===== src/rtl/mips_pkg.sv =====
//==============================================================================
// Module      : mips_pkg
// Description : Shared types and constants for the MIPS fetch stage.
//               Provides the fetch FSM state encoding, the NOP encoding and
//               the default reset PC.
// Revision    : 1.0 - initial release
//==============================================================================
`default_nettype none

package mips_pkg;

   localparam int          INSTR_W          = 32;
   localparam logic [31:0] NOP_INSTR        = 32'h0000_0000;
   localparam logic [31:0] DEFAULT_RESET_PC = 32'h0000_0000;

   typedef enum logic [1:0] {
      ST_IDLE  = 2'd0,
      ST_FETCH = 2'd1,
      ST_HOLD  = 2'd2,
      ST_DRAIN = 2'd3
   } fetch_state_e;

   // Branch targets are word addresses; the low two bits are ignored.
   function automatic logic [31:0] word_align(input logic [31:0] addr);
      return {addr[31:2], 2'b00};
   endfunction

endpackage

`default_nettype wire


===== src/rtl/fetch_skid_buffer.sv =====
//==============================================================================
// Module      : fetch_skid_buffer
// Description : One-entry {instruction, pc} store that catches a fetch which
//               completes while decode is stalled.
// Ports       : clk       - clock, rising edge
//               rst       - asynchronous reset, active-low
//               i_load    - capture i_instr / i_pc, mark full
//               i_unload  - entry consumed, mark empty
//               i_clear   - entry dropped (redirect), mark empty
//               i_instr   - instruction to capture
//               i_pc      - address of i_instr
//               o_instr   - stored instruction
//               o_pc      - stored address
//               o_full    - entry holds valid data
// Revision    : 1.0 - initial release
//==============================================================================
`default_nettype none

module fetch_skid_buffer
   import mips_pkg::*;
(
   input  logic               clk,
   input  logic               rst,
   input  logic               i_load,
   input  logic               i_unload,
   input  logic               i_clear,
   input  logic [INSTR_W-1:0] i_instr,
   input  logic [INSTR_W-1:0] i_pc,
   output logic [INSTR_W-1:0] o_instr,
   output logic [INSTR_W-1:0] o_pc,
   output logic               o_full
);

   logic [INSTR_W-1:0] r_instr;
   logic [INSTR_W-1:0] r_pc;
   logic               r_full;

   always_ff @(posedge clk or negedge rst) begin
      if (!rst) begin
         r_instr <= NOP_INSTR;
         r_pc    <= '0;
         r_full  <= 1'b0;
      end else begin
         if (i_load) begin
            r_instr <= i_instr;
            r_pc    <= i_pc;
            r_full  <= 1'b1;
         end else if (i_unload || i_clear) begin
            r_full  <= 1'b0;
         end
      end
   end

   assign o_instr = r_instr;
   assign o_pc    = r_pc;
   assign o_full  = r_full;

endmodule

`default_nettype wire


===== src/rtl/fetch_stage.sv =====
//==============================================================================
// Module      : fetch_stage
// Description : Instruction-fetch stage. Owns the PC, fetches words over a
//               req/ack handshake, applies branch redirects and stalls, and
//               drives the IF/ID pipeline register.
// Ports       : clk            - clock, rising edge
//               rst            - asynchronous reset, active-low
//               en             - fetch enable (0 = no new requests)
//               imem_req       - fetch request
//               imem_addr      - fetch address (= pc)
//               imem_ack       - memory returns data this cycle
//               imem_rdata     - instruction word
//               stall          - decode cannot accept
//               branch_taken   - redirect request (beats stall and en)
//               branch_target  - redirect address (low bits ignored)
//               if_id_valid    - IF/ID holds a live instruction
//               if_id_instr    - fetched instruction
//               if_id_pc       - address of if_id_instr
//               if_id_pc_plus4 - if_id_pc + 4
//               pc             - next fetch address
// Revision    : 1.0 - initial release
//==============================================================================
`default_nettype none

module fetch_stage
   import mips_pkg::*;
#(
   parameter logic [31:0] RESET_PC = DEFAULT_RESET_PC,
   parameter int          DATA_W   = 32
)(
   input  logic              clk,
   input  logic              rst,
   input  logic              en,
   output logic              imem_req,
   output logic [DATA_W-1:0] imem_addr,
   input  logic              imem_ack,
   input  logic [DATA_W-1:0] imem_rdata,
   input  logic              stall,
   input  logic              branch_taken,
   input  logic [DATA_W-1:0] branch_target,
   output logic              if_id_valid,
   output logic [DATA_W-1:0] if_id_instr,
   output logic [DATA_W-1:0] if_id_pc,
   output logic [DATA_W-1:0] if_id_pc_plus4,
   output logic [DATA_W-1:0] pc
);

   fetch_state_e r_state, w_state_nxt;

   logic [DATA_W-1:0] r_pc,          w_pc_nxt;
   logic [DATA_W-1:0] r_redirect_pc, w_redirect_nxt;
   logic              r_valid,       w_valid_nxt;
   logic [DATA_W-1:0] r_instr,       w_instr_nxt;
   logic [DATA_W-1:0] r_id_pc,       w_id_pc_nxt;
   logic [DATA_W-1:0] r_id_pc4,      w_id_pc4_nxt;

   logic              w_skid_load, w_skid_unload, w_skid_clear, w_skid_full;
   logic [DATA_W-1:0] w_skid_instr, w_skid_pc;

   logic [DATA_W-1:0] w_target;
   logic [DATA_W-1:0] w_pc_plus4;

   assign w_target   = word_align(branch_target);
   assign w_pc_plus4 = r_pc + 32'd4;   // wraps modulo 2^32

   fetch_skid_buffer u_skid (
      .clk      (clk),
      .rst      (rst),
      .i_load   (w_skid_load),
      .i_unload (w_skid_unload),
      .i_clear  (w_skid_clear),
      .i_instr  (imem_rdata),
      .i_pc     (r_pc),
      .o_instr  (w_skid_instr),
      .o_pc     (w_skid_pc),
      .o_full   (w_skid_full)
   );

   always_ff @(posedge clk or negedge rst) begin
      if (!rst) begin
         r_state <= ST_IDLE;
      end else begin
         r_state <= w_state_nxt;
      end
   end

   always_ff @(posedge clk or negedge rst) begin
      if (!rst) begin
         r_pc          <= RESET_PC;
         r_redirect_pc <= '0;
         r_valid       <= 1'b0;
         r_instr       <= NOP_INSTR;
         r_id_pc       <= '0;
         r_id_pc4      <= '0;
      end else begin
         r_pc          <= w_pc_nxt;
         r_redirect_pc <= w_redirect_nxt;
         r_valid       <= w_valid_nxt;
         r_instr       <= w_instr_nxt;
         r_id_pc       <= w_id_pc_nxt;
         r_id_pc4      <= w_id_pc4_nxt;
      end
   end

   always_comb begin
      w_state_nxt    = r_state;
      w_pc_nxt       = r_pc;
      w_redirect_nxt = r_redirect_pc;
      w_valid_nxt    = r_valid;
      w_instr_nxt    = r_instr;
      w_id_pc_nxt    = r_id_pc;
      w_id_pc4_nxt   = r_id_pc4;
      w_skid_load    = 1'b0;
      w_skid_unload  = 1'b0;
      w_skid_clear   = 1'b0;

      case (r_state)
         ST_IDLE: begin
            if (en)           w_state_nxt = ST_FETCH;
            if (branch_taken) w_pc_nxt    = w_target;
            if (!stall)       w_valid_nxt = 1'b0;
         end

         ST_FETCH: begin
            if (branch_taken && imem_ack) begin
               // Returned word belongs to the wrong path: drop it.
               w_pc_nxt    = w_target;
               w_valid_nxt = 1'b0;
               w_state_nxt = en ? ST_FETCH : ST_IDLE;
            end else if (branch_taken) begin
               // Request in flight: keep the address stable until it
               // is acked, and remember where to go afterwards.
               w_redirect_nxt = w_target;
               w_valid_nxt    = 1'b0;
               w_state_nxt    = ST_DRAIN;
            end else if (imem_ack && !stall) begin
               w_instr_nxt  = imem_rdata;
               w_id_pc_nxt  = r_pc;
               w_id_pc4_nxt = w_pc_plus4;
               w_valid_nxt  = 1'b1;
               w_pc_nxt     = w_pc_plus4;
               w_state_nxt  = en ? ST_FETCH : ST_IDLE;
            end else if (imem_ack) begin
               w_skid_load = 1'b1;
               w_pc_nxt    = w_pc_plus4;
               w_state_nxt = ST_HOLD;
            end else if (!stall) begin
               w_valid_nxt = 1'b0;
            end
         end

         ST_HOLD: begin
            if (branch_taken) begin
               w_skid_clear = 1'b1;
               w_valid_nxt  = 1'b0;
               w_pc_nxt     = w_target;
               w_state_nxt  = en ? ST_FETCH : ST_IDLE;
            end else if (!stall && w_skid_full) begin
               w_skid_unload = 1'b1;
               w_instr_nxt   = w_skid_instr;
               w_id_pc_nxt   = w_skid_pc;
               w_id_pc4_nxt  = w_skid_pc + 32'd4;
               w_valid_nxt   = 1'b1;
               w_state_nxt   = en ? ST_FETCH : ST_IDLE;
            end
         end

         ST_DRAIN: begin
            if (branch_taken) w_redirect_nxt = w_target;
            if (imem_ack) begin
               // A redirect arriving on the ack cycle is the latest one.
               w_pc_nxt    = branch_taken ? w_target : r_redirect_pc;
               w_state_nxt = ST_FETCH;
            end
            if (!stall) w_valid_nxt = 1'b0;
         end

         default: w_state_nxt = ST_IDLE;
      endcase
   end

   assign imem_req       = (r_state == ST_FETCH) || (r_state == ST_DRAIN);
   assign imem_addr      = r_pc;
   assign pc             = r_pc;
   assign if_id_valid    = r_valid;
   assign if_id_instr    = r_instr;
   assign if_id_pc       = r_id_pc;
   assign if_id_pc_plus4 = r_id_pc4;

endmodule

`default_nettype wire

===== config.mk =====
export PLATFORM = sky130hd
export DESIGN_NAME = fetch_stage
export DESIGN_NICKNAME = d
export VERILOG_FILES = /design/src/rtl/mips_pkg.sv /design/src/rtl/fetch_skid_buffer.sv /design/src/rtl/fetch_stage.sv
export SDC_FILE = /design/constraint.sdc
export NUM_CORES = 1
export LEC_CHECK = 0
export ABC_AREA = 1
export ABC_CLOCK_PERIOD_IN_PS = 1680
export BUFFER_PORTS_ARGS = -buffer_cell sky130_fd_sc_hd__buf_2
export CAP_MARGIN = 20
export CELL_PAD_IN_SITES_DETAIL_PLACEMENT = 0
export CELL_PAD_IN_SITES_GLOBAL_PLACEMENT = 2
export CORE_MARGIN = 10
export CORE_UTILIZATION = 29
export DETAILED_ROUTE_END_ITERATION = 8
export PLACE_DENSITY = 0.87
export SKIP_LAST_GASP = 1
export SYNTH_ARGS = -nofsm -noshare
export SYNTH_HDL_FRONTEND = slang
export SYNTH_SLANG_ARGS = --single-unit

===== constraint.sdc =====
create_clock -name clk -period 1.68 [get_ports clk]
set_input_delay 0.168 -clock clk [delete_from_list [all_inputs] [get_ports clk]]
set_output_delay 0.168 -clock clk [all_outputs]
set_load 0.005 [all_outputs]

==> impl_metrics.env, run 1 <==
export IMPL_worstReg2RegStart="r_state[1]"
export IMPL_critPathBufInv=4
export IMPL_pwr_density_cell_mw_per_mm2=2130
export IMPL_p_leak_nw=9.06
export IMPL_multiInputGateArea_sq_mm=0.00689
export IMPL_cts_buffer_depth=3
export IMPL_dieArea_sq_mm=0.0500
export IMPL_place_ws_ns=-0.349
export IMPL_cap_violations=0
export IMPL_worst_path_dominant_cell_family="buffers and inverters"
export IMPL_slew_viol_final=0
export IMPL_slew_headroom=0.625
export IMPL_r2r_end="imem_addr[22]"
export IMPL_initial_core_util=0.294
export IMPL_cts_tree="yes"
export IMPL_layout_min_cycle_time_ns=1.95
export IMPL_fin_crit_sh=1.16
export IMPL_place_gp_congestion=0.850
export IMPL_dp_hpwl_microns=33800
export IMPL_top_layer="met4"
export IMPL_io_buffers=229
export IMPL_cts_sinks=226
export IMPL_numCtsBuffers=28
export IMPL_rsz0062_at_grt="true"
export IMPL_drive_gt1_frac=0.419
export IMPL_synth_edf_count=0
export IMPL_grt_max_degree=60
export IMPL_fin_area_sq_mm=0.0199
export IMPL_pin_count=232
export IMPL_synthTopCellsByArea="dfrtp_1, nand2_1, nor2_1"
export IMPL_grt_pass1_vias=12702
export IMPL_hold_end="imem_addr[2]"
export IMPL_drt_wirelength_per_cell_microns=21.4
export IMPL_wl_microns=55200
export IMPL_met2_length_microns=26000
export IMPL_drt_met1_wl_microns=24500
export IMPL_syn_num_nets=1604
export IMPL_fin_skew_ns=0.0183
export IMPL_vdd_ir_drop_worst_v=0.00105
export IMPL_fmax_mhz=512
export IMPL_area_delta_synth_final_pct=66.0
export IMPL_drtAntennaViolNets=0
export IMPL_crit_path_end_kind="flop"
export IMPL_dr_total_vias=12827
export IMPL_crit_fanout=5
export IMPL_crit_path_cell_trace="buf_6 -> ha_4 -> nor2_4 -> nor2_4 -> a21oi_4 -> buf_6 -> buf_8 -> clkbuf_16 -> o21ai_1 -> a21oi_1 -> a21oi_1"
export IMPL_die_h_microns=224
export IMPL_max_stage_delay_ns=0.44
export IMPL_min_delay_start="branch_target[2]"
export IMPL_grt_pass1_wl_microns=77500
export IMPL_crit_slowest_cell="dfrtp_1"
export IMPL_arrival_ns=2.39
export IMPL_synth_top_area_frac=0.471
export IMPL_final_nets=2103
export IMPL_synth_largest_area_cell="dfrtp_1"
export IMPL_antenna_found_initial=1
export IMPL_clk_latency_ns=0.57
export IMPL_synthTopCellsByCount="nand2_1, dfrtp_1, nor2_1"
export IMPL_path_class="reg2reg"
export IMPL_grt_total_usage=0.198
export IMPL_ys_seq_area_frac=0.471
export IMPL_worst_slew_pin_transition_ns=0.562
export IMPL_violations="setup timing"
export IMPL_hold_depth=5
export IMPL_via_per_inst=4.97
export IMPL_timing_final_ws_setup_ns=-0.272
export IMPL_synthCells=1528
export IMPL_startpoint_type="flop"
export IMPL_r2r_setup_slack_ns=-0.27
export IMPL_postSynthAreaPerCell_sq_um=7.86
export IMPL_die_w_microns=224
export IMPL_htree_levels=1
export IMPL_syn_cell_area_sq_mm=0.0120
export IMPL_core_sq_mm=0.0409
export IMPL_grt_ovfl_total=0
export IMPL_route_detailed_drc=0
export IMPL_drt_pass1_iter_count=5
export IMPL_synth_cell_types=42
export IMPL_dpl_cell_area_sq_mm=0.0149
export IMPL_regArea_sq_mm=0.00566
export IMPL_wl_met3_microns=2880
export IMPL_root_buffer="clkbuf_16"
export IMPL_setup_viol=198
export IMPL_nFillCells=3818
export IMPL_yosys_warnings=0
export IMPL_drt_initial_drc_count=979
export IMPL_fp_row_count=74
export IMPL_yosysMostFrequentCell="nand2_1"
export IMPL_hold_violations=0
export IMPL_crit_required_ns=2.12
export IMPL_synth_seq_cells=226
export IMPL_min_path_type="in2reg"
export IMPL_r2r_cells=11
export IMPL_final_core_util=0.487
export IMPL_dominantRegCellSynth="dfrtp_1"
export IMPL_cts_clk_slew_worst_paths_ns=0.06
export IMPL_async_flop_share=1.00
export IMPL_status="complete, but fails checks"
==> routing by layer <==
layer | vias up | GRT usage
li1 | 6045 | -
met1 | 6257 | 0.268
met2 | 431 | 0.317
met3 | 94 | 0.0284
met4 | 0 | 0.0682
met5 | - | 0
==> repair_timing <==
action,in CTS,in global routing
hold buffers,63,0
cloned,32,20
endpoints found under the setup margin,218,220
hold endpoints to repair,205,0
setup buffers,41,24
pin swaps,17,72
gates resized for setup,114,372
==> logic make-up after synthesis <==
logic type,after synthesis,share of synthesized area
AO/OA/AOI/OAI,285,0.136
XOR/XNOR,21,0.0153
adder cells (fa/ha/maj),6,0.00625
buffers and inverters,182,0.0788
flip-flops,226,0.471
multiplexers,41,0.0376
AND/OR/NAND/NOR,767,0.255
==> sequential cells by signal, indices dropped and copies added (netlist names) <==
name	flops
if_id_instr	32
if_id_pc	32
if_id_pc_plus4	30
if_id_valid	1
imem_addr	32
r_redirect_pc	32
r_state	2
u_skid.o_full	1
u_skid.o_instr	32
u_skid.o_pc	32
==> where the power goes <==
part	switching (mW)	internal [mW]
combinational	13.5	12.1
clock	2.48	3.98
sequential	2.24	8.20
==> metrics by stage <==
stage	hold slack [ns]	cells	power, mW	setup TNS, ns
after floorplan	-0.128	1528	18.8	-0.321
after global placement	0.173	2368	26.5	-12.19
after detailed placement	0.178	2368	26.8	-23.66
after CTS	0.0187	2554	38.2	-25.90
after global routing	0.0498	2581	44.8	-38.02
final	0.0316	2581	42.4	-28.30
==> cell type report <==
class / instances / share of cell area
Multi-Input combinational cell: 1120 / 0.345
Clock inverter: 11 / 0.00828
Sequential cell: 226 / 0.284
Inverter: 70 / 0.0151
Clock buffer: 40 / 0.0410
Timing Repair inverter: 1 / 0.000815
Timing Repair Buffer: 580 / 0.272
Tap cell: 532 / 0.0334
Antenna cell: 1 / 0.000125
==> worst register-to-register path, delay by kind of cell (launching register included) <==
family | cells | cell delay [ns]
AO/OA/AOI/OAI | 4 | 0.40
buffers and inverters | 4 | 0.62
flip-flops | 1 | 0.44
adder cells (fa/ha/maj) | 1 | 0.18
AND/OR/NAND/NOR | 2 | 0.19
==> layout by cell type (no fill, tap or decap), types with 5 or more instances in the layout <==
master         netlist  layout
buf_2               19     227
mux2_2              33      25
clkbuf_1            38       6
dfrtp_1            226     225
a31oi_1             65      40
xor2_1              15      15
mux2i_1              8       8
nand2_2              1      23
a21oi_2              0      50
a31oi_4              0      21
o21ai_1              5      27
nor2_4               2      35
o21ai_2              1      28
nand3_2              1      14
inv_1               65      60
a21boi_0            20      20
nand4_1              5       5
buf_6                6      28
nand2_1            464     419
clkbuf_16            0      48
nand3_1             70      53
nor2_2               4      29
dlygate4sd3_1        0      63
a21oi_1             78      25
buf_8                2      16
mux2_4               0       8
nor2_1             205     147
buf_12               0      33
xnor2_1              6       6
buf_16               0      26
nand3b_1             8       8
buf_4               44     168
o21ai_0             89      38
a22oi_1             19      17
nand2_4              1      22
clkbuf_8             0       5
==> worst max path at each step <==
stage,endpoint,slack [ns],cells after the start,start
global route,imem_addr[2],-0.32,11,r_state[1]
finish,imem_addr[22],-0.27,11,r_state[1]
detailed placement,imem_addr[5],-0.35,9,r_state[0]
CTS,imem_addr[29],-0.22,11,r_state[1]
floorplan,if_id_pc_plus4[6],-0.006,12,r_state[0]
global placement,imem_addr[18],-0.29,9,r_state[1]
Note: power is estimated with default switching activity, not from simulation.
==> inputs of run 2 (changes only) <==
--- a/config.mk
+++ b/config.mk
@@ -6,15 +6,15 @@
 export NUM_CORES = 1
 export LEC_CHECK = 0
 export ABC_AREA = 1
-export ABC_CLOCK_PERIOD_IN_PS = 1680
+export ABC_CLOCK_PERIOD_IN_PS = 2500
 export BUFFER_PORTS_ARGS = -buffer_cell sky130_fd_sc_hd__buf_2
 export CAP_MARGIN = 20
 export CELL_PAD_IN_SITES_DETAIL_PLACEMENT = 0
 export CELL_PAD_IN_SITES_GLOBAL_PLACEMENT = 2
 export CORE_MARGIN = 10
-export CORE_UTILIZATION = 29
+export CORE_UTILIZATION = 35
 export DETAILED_ROUTE_END_ITERATION = 8
-export PLACE_DENSITY = 0.87
+export PLACE_DENSITY = 0.95
 export SKIP_LAST_GASP = 1
 export SYNTH_ARGS = -nofsm -noshare
 export SYNTH_HDL_FRONTEND = slang
==> constraint.sdc (replaced) <==
create_clock -name clk -period 2.5 [get_ports clk]
set_input_delay 0.25 -clock clk [delete_from_list [all_inputs] [get_ports clk]]
set_output_delay 0.25 -clock clk [all_outputs]
set_load 0.005 [all_outputs]
==> impl_metrics.env, run 2 (synthesis results as in run 1) <==
export IMPL_die_w_microns=205
export IMPL_route_detailed_drc=0
export IMPL_seq_power_share=0.366
export IMPL_dp_hpwl_microns=29600
export IMPL_root_buffer="clkbuf_16"
export IMPL_grt_total_usage=0.186
export IMPL_p_leak_nw=6.80
export IMPL_drt_pass1_iter_count=7
export IMPL_worstReg2RegStart="r_state[0]"
export IMPL_multiInputGateArea_sq_mm=0.00544
export IMPL_slew_headroom=0.295
export IMPL_final_nets=1811
export IMPL_worst_path_dominant_cell_family="buffers and inverters"
export IMPL_clk_latency_ns=0.53
export IMPL_core_sq_mm=0.0337
export IMPL_startpoint="r_state[0]"
export IMPL_nFillCells=3421
export IMPL_arrival_ns=2.68
export IMPL_antenna_found_initial=5
export IMPL_regArea_sq_mm=0.00566
export IMPL_fin_skew_ns=0.0115
export IMPL_slew_viol_final=0
export IMPL_max_stage_delay_ns=0.79
export IMPL_drt_initial_drc_count=895
export IMPL_status="finished clean"
export IMPL_fin_crit_sh=0.908
export IMPL_r2r_end="if_id_pc[2]"
export IMPL_pwr_density_cell_mw_per_mm2=1360
export IMPL_layout_commonest_cell="nand2_1"
export IMPL_hold_depth=3
export IMPL_via_per_inst=4.99
export IMPL_rsz0062_at_grt="false"
export IMPL_final_cells=2203
export IMPL_grt_max_degree=96
export IMPL_p_int_mw=11.2
export IMPL_fmax_mhz=441
export IMPL_dp_cells=2120
export IMPL_crit_path_end_kind="flop"
export IMPL_cap_violations=0
export IMPL_drtAntennaViolNets=0
export IMPL_cts_clk_slew_worst_paths_ns=0.06
export IMPL_dieArea_sq_mm=0.0421
export IMPL_crit_top_cell="nand2_1"
export IMPL_dr_total_vias=10989
export IMPL_io_buffers=229
export IMPL_p_switching_mw=8.69
export IMPL_crit_path_cell_trace="inv_1 -> ha_4 -> buf_4 -> o21ai_0 -> nand2_1 -> nand2_1"
export IMPL_crit_required_ns=2.91
export IMPL_startpoint_type="flop"
export IMPL_grt_pass1_wl_microns=62600
export IMPL_place_gp_congestion=0.886
export IMPL_layout_min_cycle_time_ns=2.27
export IMPL_r2r_cells=6
export IMPL_cts_buffer_depth=3
export IMPL_power_switching_share=0.437
export IMPL_grt_pass1_vias=10635
export IMPL_crit_cells=6
export IMPL_cts_sinks=226
export IMPL_wl_microns=40300
export IMPL_drt_wirelength_per_cell_microns=18.3
export IMPL_cts_tree="yes"
export IMPL_grt_ovfl_total=0
export IMPL_crit_slowest_cell="buf_4"
export IMPL_htree_levels=1
export IMPL_clkPwrFrac=0.192
export IMPL_critPathBufInv=2
export IMPL_layout_common_cells="nand2_1, buf_2, dfrtp_1"
export IMPL_setup_viol=0
export IMPL_die_h_microns=205
export IMPL_worst_slew_pin_transition_ns=1.06
export IMPL_initial_core_util=0.357
export IMPL_fp_row_count=67
export IMPL_post_cts_setup_buffer_count=0
export IMPL_p_comb_frac=0.442
export IMPL_drive_gt1_frac=0.200
export IMPL_r2r_setup_slack_ns=0.23
export IMPL_hold_violations=0
export IMPL_numCtsBuffers=26
export IMPL_vdd_ir_drop_worst_v=0.000581
export IMPL_area_delta_synth_final_pct=21.4
export IMPL_path_class="reg2reg"
export IMPL_pin_count=232
export IMPL_tns_ns=0
export IMPL_endpoint="if_id_pc[2]"
export IMPL_crit_fanout=95
export IMPL_min_path_type="in2reg"
## run 2: cell types whose count changed in the layout (fill, tap and decap cells not counted), sizes merged
cell,previous run,this run
bufinv,4,2
clkinv,9,8
clkbuf,59,35
buf,498,256
inv,68,71
dlygate4sd3,63,35
## run 2: power by group through the flow
| stage | logic, mW | registers (mW) | clock network (mW) |
|---|---|---|---|
| 2_1_floorplan | 5.77 | 6.82 | 0 |
| 3_3_place_gp | 8.69 | 7.23 | 0 |
| 3_5_place_dp | 8.82 | 7.34 | 0 |
| 4_1_cts | 8.89 | 7.28 | 3.90 |
| 5_1_grt | 9.93 | 7.54 | 4.04 |
| 6_report | 8.79 | 7.27 | 3.81 |
## run 2: final cells by class
type                       count  share of cell area
sequential                   226               0.388
multi-input combinational   1120               0.373
timing repair buffer         291               0.124
clock buffer                  35              0.0504
tap                          448              0.0384
inverter                      70              0.0184
clock inverter                12             0.00849
antenna                        1            0.000172
## run 2: through the flow
stage / setup WS, ns / total power [mW] / hold WS [ns] / util / cell area [sq um]
CTS: 0.184 / 20.1 / 0.00530 / 0.433 / 14600
detailed placement: 0.198 / 16.2 / 0.291 / 0.397 / 13400
finish: 0.230 / 19.9 / 0.0282 / 0.433 / 14600
floorplan: 0.745 / 12.6 / -0.0456 / - / 12000
global placement: 0.224 / 15.9 / 0.293 / 0.397 / 13400
global route: 0.0213 / 21.5 / 0.0495 / 0.433 / 14600
## run 2: per-layer routing
| metal | part of all wire | vias up | GRT usage |
|---|---|---|---|
| met2 | 0.44 | 336 | 0.281 |
| met1 | 0.47 | 5171 | 0.268 |
| li1 | - | 5423 | - |
| met3 | 0.079 | 51 | 0.0379 |
| met5 | 0.0012 | - | 0 |
| met4 | 0.018 | 8 | 0.0396 |
## run 2: how the worst min path moves through the flow
| stage | startpoint | end | slack, ns |
|---|---|---|---|
| after floorplan | rst | if_id_instr[0] | -0.05 |
| after detailed placement | rst | if_id_instr[24] | 0.29 |
| after CTS | branch_target[29] | imem_addr[29] | 0.005 |
| final | branch_target[29] | imem_addr[29] | 0.03 |
| after global routing | branch_target[26] | imem_addr[26] | 0.05 |
| after global placement | rst | if_id_instr[29] | 0.29 |
## run 2: what timing repair did
| item | CTS | global route |
|---|---|---|
| resized for setup | 0 | 0 |
| hold buffers | 35 | 0 |
| hold endpoints to repair | 135 | 0 |
## run 2: worst reg2reg max path: stages, from the launching register on
cell	delay [ns]
dfrtp_1	0.41
inv_1	0.16
ha_4	0.19
buf_4	0.79
o21ai_0	0.41
nand2_1	0.14
nand2_1	0.05
